**src/rtl/phit_pkg.sv**
```systemverilog
// Shared defaults and types for the phit receive path.
// Index widths are derived with idx_width() so a single VC or a one-phit flit still gets a 1-bit index.
package phit_pkg;

  localparam int FLIT_SIZE_DEF = 4;
  localparam int PHIT_SIZE_DEF = 16;
  localparam int NUM_VC_DEF    = 2;

  function automatic int idx_width(input int n);
    return (n > 1) ? $clog2(n) : 1;
  endfunction

  localparam int VC_W_DEF  = idx_width(NUM_VC_DEF);
  localparam int PTR_W_DEF = idx_width(FLIT_SIZE_DEF);

  typedef logic [PHIT_SIZE_DEF-1:0]               phit_t;
  typedef logic [FLIT_SIZE_DEF*PHIT_SIZE_DEF-1:0] flit_t;

endpackage

```
**src/rtl/phit_rec_vc_rr_arb.sv**
```systemverilog
// Combinational round-robin picker: the first set bit of req, searching upward from base and wrapping.
// base must be a valid index (< N).
module rr_arb #(
  parameter int N = 2,
  parameter int W = 1
) (
  input  logic [N-1:0] req,
  input  logic [W-1:0] base,
  output logic [W-1:0] grant,
  output logic         any
);

  always_comb begin
    grant = '0;
    any   = 1'b0;
    // Outer loop walks the search distance from base; inner loop finds the matching slot.
    for (int i = 0; i < N; i++) begin
      for (int j = 0; j < N; j++) begin
        if (!any && req[j] && (((int'(base) + i) % N) == j)) begin
          grant = W'(j);
          any   = 1'b1;
        end
      end
    end
  end

endmodule

```
**src/rtl/phit_rec_vc.sv**
```systemverilog
// Multi-VC phit-to-flit reassembler with one-entry flit buffers per VC and a round-robin output port.
// Optional macro PHIT_REC_ERR_EN adds sticky err / err_vc reporting of dropped phits.
module phit_rec_vc
  import phit_pkg::*;
#(
  parameter int FLIT_SIZE = FLIT_SIZE_DEF,
  parameter int PHIT_SIZE = PHIT_SIZE_DEF,
  parameter int NUM_VC    = NUM_VC_DEF,
  parameter int VC_W      = VC_W_DEF,
  parameter int PTR_W     = PTR_W_DEF
) (
  input  logic                           clk,
  input  logic                           rs,
  input  logic [PHIT_SIZE-1:0]           indata,
  input  logic                           new_phit,
  input  logic                           en,
  input  logic [VC_W-1:0]                in_vc,
  output logic [NUM_VC-1:0]              phit_rdy,
  output logic [FLIT_SIZE*PHIT_SIZE-1:0] outdata,
  output logic [VC_W-1:0]                out_vc,
  output logic                           valid,
  input  logic                           out_ready
`ifdef PHIT_REC_ERR_EN
  ,
  output logic                           err,
  output logic [VC_W-1:0]                err_vc
`endif
);

  localparam int FW = FLIT_SIZE * PHIT_SIZE;

  logic [NUM_VC-1:0] acc_vc;
  logic [NUM_VC-1:0] full;
  logic [NUM_VC-1:0] cur_oh;
  logic [NUM_VC-1:0] req;
  logic [FW-1:0]     flit_buf [NUM_VC];

  logic              valid_reg, valid_next;
  logic [VC_W-1:0]   cur_vc_reg, cur_vc_next;
  logic [VC_W-1:0]   arb_base, grant;
  logic              any, pop;

  assign pop = valid_reg & out_ready;

  generate
    for (genvar gi = 0; gi < NUM_VC; gi++) begin : g_vc
      logic          full_reg;
      logic [FW-1:0] flit_buf_reg;

      // An in_vc beyond NUM_VC matches no lane, so it is never accepted.
      assign acc_vc[gi]   = en & new_phit & phit_rdy[gi] & (in_vc == VC_W'(gi));
      assign cur_oh[gi]   = (cur_vc_reg == VC_W'(gi));
      assign full[gi]     = full_reg;
      assign flit_buf[gi] = flit_buf_reg;

      if (FLIT_SIZE == 1) begin : g_direct
        assign phit_rdy[gi] = ~full_reg;

        // Acceptance needs ~full, so it never coincides with a pop of this VC.
        always_ff @(posedge clk or negedge rs) begin
          if (!rs) begin
            full_reg     <= 1'b0;
            flit_buf_reg <= '0;
          end else if (acc_vc[gi]) begin
            flit_buf_reg <= indata;
            full_reg     <= 1'b1;
          end else if (pop && cur_oh[gi]) begin
            full_reg <= 1'b0;
          end
        end
      end else begin : g_staged
        localparam logic [PTR_W-1:0] LAST = PTR_W'(FLIT_SIZE - 1);

        logic [PTR_W-1:0]                   ptr_reg;
        logic [(FLIT_SIZE-1)*PHIT_SIZE-1:0] stage_flat;

        // Only the final phit is blocked: earlier phits can stage while the buffer drains.
        assign phit_rdy[gi] = ~((ptr_reg == LAST) & full_reg);

        for (genvar gp = 0; gp < FLIT_SIZE - 1; gp++) begin : g_slot
          logic [PHIT_SIZE-1:0] slot_reg;
          assign stage_flat[gp*PHIT_SIZE +: PHIT_SIZE] = slot_reg;

          always_ff @(posedge clk or negedge rs) begin
            if (!rs) begin
              slot_reg <= '0;
            end else if (acc_vc[gi] && (ptr_reg == PTR_W'(gp))) begin
              slot_reg <= indata;
            end
          end
        end

        always_ff @(posedge clk or negedge rs) begin
          if (!rs) begin
            ptr_reg      <= '0;
            full_reg     <= 1'b0;
            flit_buf_reg <= '0;
          end else if (acc_vc[gi] && (ptr_reg == LAST)) begin
            flit_buf_reg <= {indata, stage_flat};
            full_reg     <= 1'b1;
            ptr_reg      <= '0;
          end else begin
            if (acc_vc[gi]) ptr_reg <= ptr_reg + PTR_W'(1);
            if (pop && cur_oh[gi]) full_reg <= 1'b0;
          end
        end
      end
    end
  endgenerate

  // The VC being popped is masked so it cannot be re-granted on the same edge.
  assign req      = full & ~(pop ? cur_oh : '0);
  assign arb_base = (cur_vc_reg == VC_W'(NUM_VC - 1)) ? '0 : cur_vc_reg + VC_W'(1);

  rr_arb #(
    .N (NUM_VC),
    .W (VC_W)
  ) u_arb (
    .req   (req),
    .base  (arb_base),
    .grant (grant),
    .any   (any)
  );

  always_ff @(posedge clk or negedge rs) begin
    if (!rs) begin
      valid_reg  <= 1'b0;
      cur_vc_reg <= '0;
    end else begin
      valid_reg  <= valid_next;
      cur_vc_reg <= cur_vc_next;
    end
  end

  always_comb begin
    valid_next  = valid_reg;
    cur_vc_next = cur_vc_reg;
    if (!valid_reg || pop) begin
      valid_next = any;
      if (any) cur_vc_next = grant;
    end
  end

  always_comb begin
    valid   = valid_reg;
    out_vc  = cur_vc_reg;
    outdata = '0;
    for (int i = 0; i < NUM_VC; i++) begin
      if (cur_oh[i]) outdata = flit_buf[i];
    end
  end

`ifdef PHIT_REC_ERR_EN
  logic            drop;
  logic            err_reg;
  logic [VC_W-1:0] err_vc_reg;

  assign drop = en & new_phit & ~(|acc_vc);

  always_ff @(posedge clk or negedge rs) begin
    if (!rs) begin
      err_reg    <= 1'b0;
      err_vc_reg <= '0;
    end else if (drop && !err_reg) begin
      err_reg    <= 1'b1;
      err_vc_reg <= in_vc;
    end
  end

  assign err    = err_reg;
  assign err_vc = err_vc_reg;
`endif

endmodule

```
**config.mk**
```make
export PLATFORM = sky130hd
export DESIGN_NAME = phit_rec_vc
export DESIGN_NICKNAME = d
export VERILOG_FILES = /design/src/rtl/phit_pkg.sv /design/src/rtl/phit_rec_vc_rr_arb.sv /design/src/rtl/phit_rec_vc.sv
export SDC_FILE = /design/constraint.sdc
export NUM_CORES = 1
export LEC_CHECK = 0
export ABC_AREA = 0
export CAP_MARGIN = 0
export CORE_MARGIN = 5
export CORE_UTILIZATION = 40
export CTS_BUF_LIST = sky130_fd_sc_hd__clkbuf_16
export DETAILED_ROUTE_END_ITERATION = 16
export HOLD_SLACK_MARGIN = 0.05
export PLACE_DENSITY_LB_ADDON = 0.2
export RECOVER_POWER = 50
export SLEW_MARGIN = 25
export SYNTH_ARGS = -nofsm -noshare
export SYNTH_HDL_FRONTEND = slang
export SYNTH_HIERARCHICAL = 1
export SYNTH_SLANG_ARGS = --single-unit
```
**constraint.sdc**
```tcl
create_clock -name clk -period 4.16 [get_ports clk]
set_input_delay 0.624 -clock clk [delete_from_list [all_inputs] [get_ports clk]]
set_output_delay 0.624 -clock clk [all_outputs]
set_load 0.005 [all_outputs]
```
==> impl_metrics.tcl <==
set metrics [dict create \
    hold_viol_final 0 \
    tritoncts "done" \
    r2r_slack_ns 0.99 \
    ys_seq_area_share_pct 58.4 \
    status "complete, but fails checks" \
    synthCells 601 \
    period_share_pct 79.5 \
    grt_pass1_vias 5986 \
    grt_use_total_pct 15.2 \
    initial_core_util_pct 40.8 \
    overflow 0 \
    clock.fmax_ghz 0.302 \
    worst_pin_slew_ns 1.96 \
    via_count 5148 \
    power_leakage_nw 5.53 \
    port_buffers 89 \
    fin_area_um2 11800 \
    area_delta_synth_final_pct 18.9 \
    p_clk_share_pct 26.7 \
    synth_area_um2 9940 \
    numCtsBuffers 26 \
    synth_top_area_cell "dfrtp_1" \
    drc 0 \
    maxSlewViolCount 178 \
    path_max_fanout 35 \
    die_area_um2 28100 \
    cts.htree.levels 1 \
    gp_congestion 0.698 \
    yosys_warnings 6 \
    syn-num-nets 631 \
    cts_setup_buffers 0 \
    ios 90 \
    power.internal_mw 6.21 \
    endpoint_kind "flip-flop" \
    cp.arrival_ns 3.70 \
    rsz0062_at_grt "no" \
    die_x_um 168 \
    seqPwrFrac_pct 44.0 \
    netlist.area_leader.share_pct 58.4 \
    maxCapViolCount 4 \
    synth_simple_gate_area_share_pct 1.35 \
    synth_compound_area_share_pct 0.529 \
    setup_viol 0 \
    finClkSkew_ns 0.0104 \
    cts_sinks 232 \
    cts-resized-gates 0 \
    max-vdd-ir-drop_uv 425 \
    period_minus_slack_ns 3.31 \
    clk-insertion-delay-late_ns 0.51 \
    avgSynthCellArea_um2 16.5 \
    synth_edf_count 0 \
    reg2reg_depth 4 \
    final_net_count 722 \
    synth_top_family_by_area "multiplexers" \
    synth-main-ff-cell "dfrtp_1" \
    cp.required_ns 4.55 \
    viasPerCell 4.97 \
    largest_reg_flops 128 \
    synth_area_leaders "dfrtp_1, mux2_1, mux2_2" \
    grt_max_degree 118 \
    synth_mux_area_share_pct 35.2 \
    drtIter0Drc 223 \
    synthMostInstantiatedCell "dfrtp_1" \
    critPathLaunchType "primary input" \
    ant_nets 0 \
    drive_gt1_share_pct 26.7 \
    p_switching_mw 2.25 \
    diodes 0 \
    synth_cell_type_count 25 \
    pwr-share-comb_pct 29.2 \
    synth_common_cells "dfrtp_1, mux2_1, mux2_2" \
    cts.root.buffer_cell "clkbuf_16" \
    synthXorXnorAreaFrac_pct 0 \
    wl_per_cell_um 20.1 \
    reg2reg_from "g_vc[0].g_staged.ptr_reg[0]" \
    drt_wl_total_mm 20.9 \
    crit_type "in -> reg" \
    swShare_pct 26.6 \
    rows 57 \
    die_h_um 168 \
    async_flop_share_pct 100 \
    dp_hpwl_mm 12.8 \
    max-slew-margin-rel_pct -30.9 \
    path_clk_slew_ns 0.06 \
    coreArea_um2 24400 \
    grt_pass1_wl_mm 34.6 \
    antenna_found_initial 0 \
    post_dp_cell_area_um2 11000 \
    violations "max-capacitance violations, max-slew violations" \
    synth_fa_ha_area_share_pct 1.01 \
    r2r-end "g_vc[0].flit_buf_reg[45]" \
    hold_buffers 0 \
    p_per_area_nw_per_um2 716 \
    holdCritPathClass "in -> async" \
    clk_path_buf_depth 3 \
    dr.pass1.iters 4 \
    synth-seq-cells 232 \
    fin_setup_tns_ns 0 \
]
==> logic make-up (layout without fill, tap and decap cells) <==
family	Yosys count	in the layout
mux	291	291
flops	232	232
buf+inv	42	153
simple gates	21	21
fa+ha+maj	8	8
compound gates	7	7
==> cell usage in the layout (no fill, tap or decap), drive strengths merged, types with 2 or more instances in the layout <==
cell type | synthesis | final
ha | 8 | 8
nand2b | 3 | 3
clkbuf | 2 | 29
nand2 | 3 | 3
and4 | 4 | 4
dfrtp | 232 | 232
bufinv | 0 | 3
a31oi | 2 | 2
a21oi | 2 | 2
or2 | 2 | 2
inv | 8 | 11
and3 | 3 | 3
clkdlybuf4s50 | 0 | 87
mux2 | 291 | 291
buf | 32 | 7
nor2 | 3 | 3
nand3 | 2 | 2
clkinv | 0 | 14
==> metal layers <==
layer,track usage (%),vias to the layer above,wire length (um)
met5,0,-,0
met4,2.96,0,310
met3,2.62,26,628
met2,25.5,80,10100
met1,21.1,2725,9860
li1,-,2317,-
==> critical path, stage by stage <==
cell	delay (ns)
dlygate4sd3_1	0.52
and2_4	0.19
nand3_1	1.29
buf_12	0.69
mux2_1	0.36
==> final cells by class <==
cell class / count / area [um^2]
Tap cell: 324 / 405
Sequential cell: 232 / 5810
Inverter: 8 / 30.0
Clock inverter: 21 / 181
Multi-Input combinational cell: 327 / 3720
Timing Repair Buffer: 97 / 995
Clock buffer: 27 / 676
Fill cell: 2112 / 12600
==> power by group through the flow <==
stage	logic [mW]	registers [mW]	clock network, mW
5_1_grt	2.71	3.85	2.42
2_1_floorplan	1.58	3.55	0
3_3_place_gp	2.44	3.76	0
6_report	2.47	3.72	2.26
4_1_cts	2.54	3.79	2.32
3_5_place_dp	2.51	3.83	0
==> how the worst max path moves through the flow <==
stage	slack, ns	startpoint	cells after the start	end
final	0.85	en	5	g_vc[0].flit_buf_reg[45]
after global routing	0.69	en	5	g_vc[0].flit_buf_reg[61]
after CTS	0.90	out_vc	2	outdata[5]
after detailed placement	1.37	in_vc	5	g_vc[0].flit_buf_reg[45]
after global placement	1.38	in_vc	5	g_vc[0].flit_buf_reg[62]
after floorplan	2.39	en	6	g_vc[1].g_staged.g_slot[0].slot_reg[10]
==> stage by stage <==
| step | setup slack, ns | power, mW | hold slack, ns | utilization (%) | cells |
|---|---|---|---|---|---|
| global placement | 1.38 | 6.20 | 0.458 | 45.2 | 987 |
| global route | 0.686 | 8.98 | 0.258 | 48.5 | 1036 |
| CTS | 0.897 | 8.65 | 0.246 | 48.8 | 1035 |
| detailed placement | 1.37 | 6.34 | 0.467 | 45.2 | 987 |
| finish | 0.854 | 8.46 | 0.188 | 48.5 | 1036 |
| floorplan | 2.39 | 5.13 | 0.328 | - | 601 |
(Power assumes the default switching activity.)
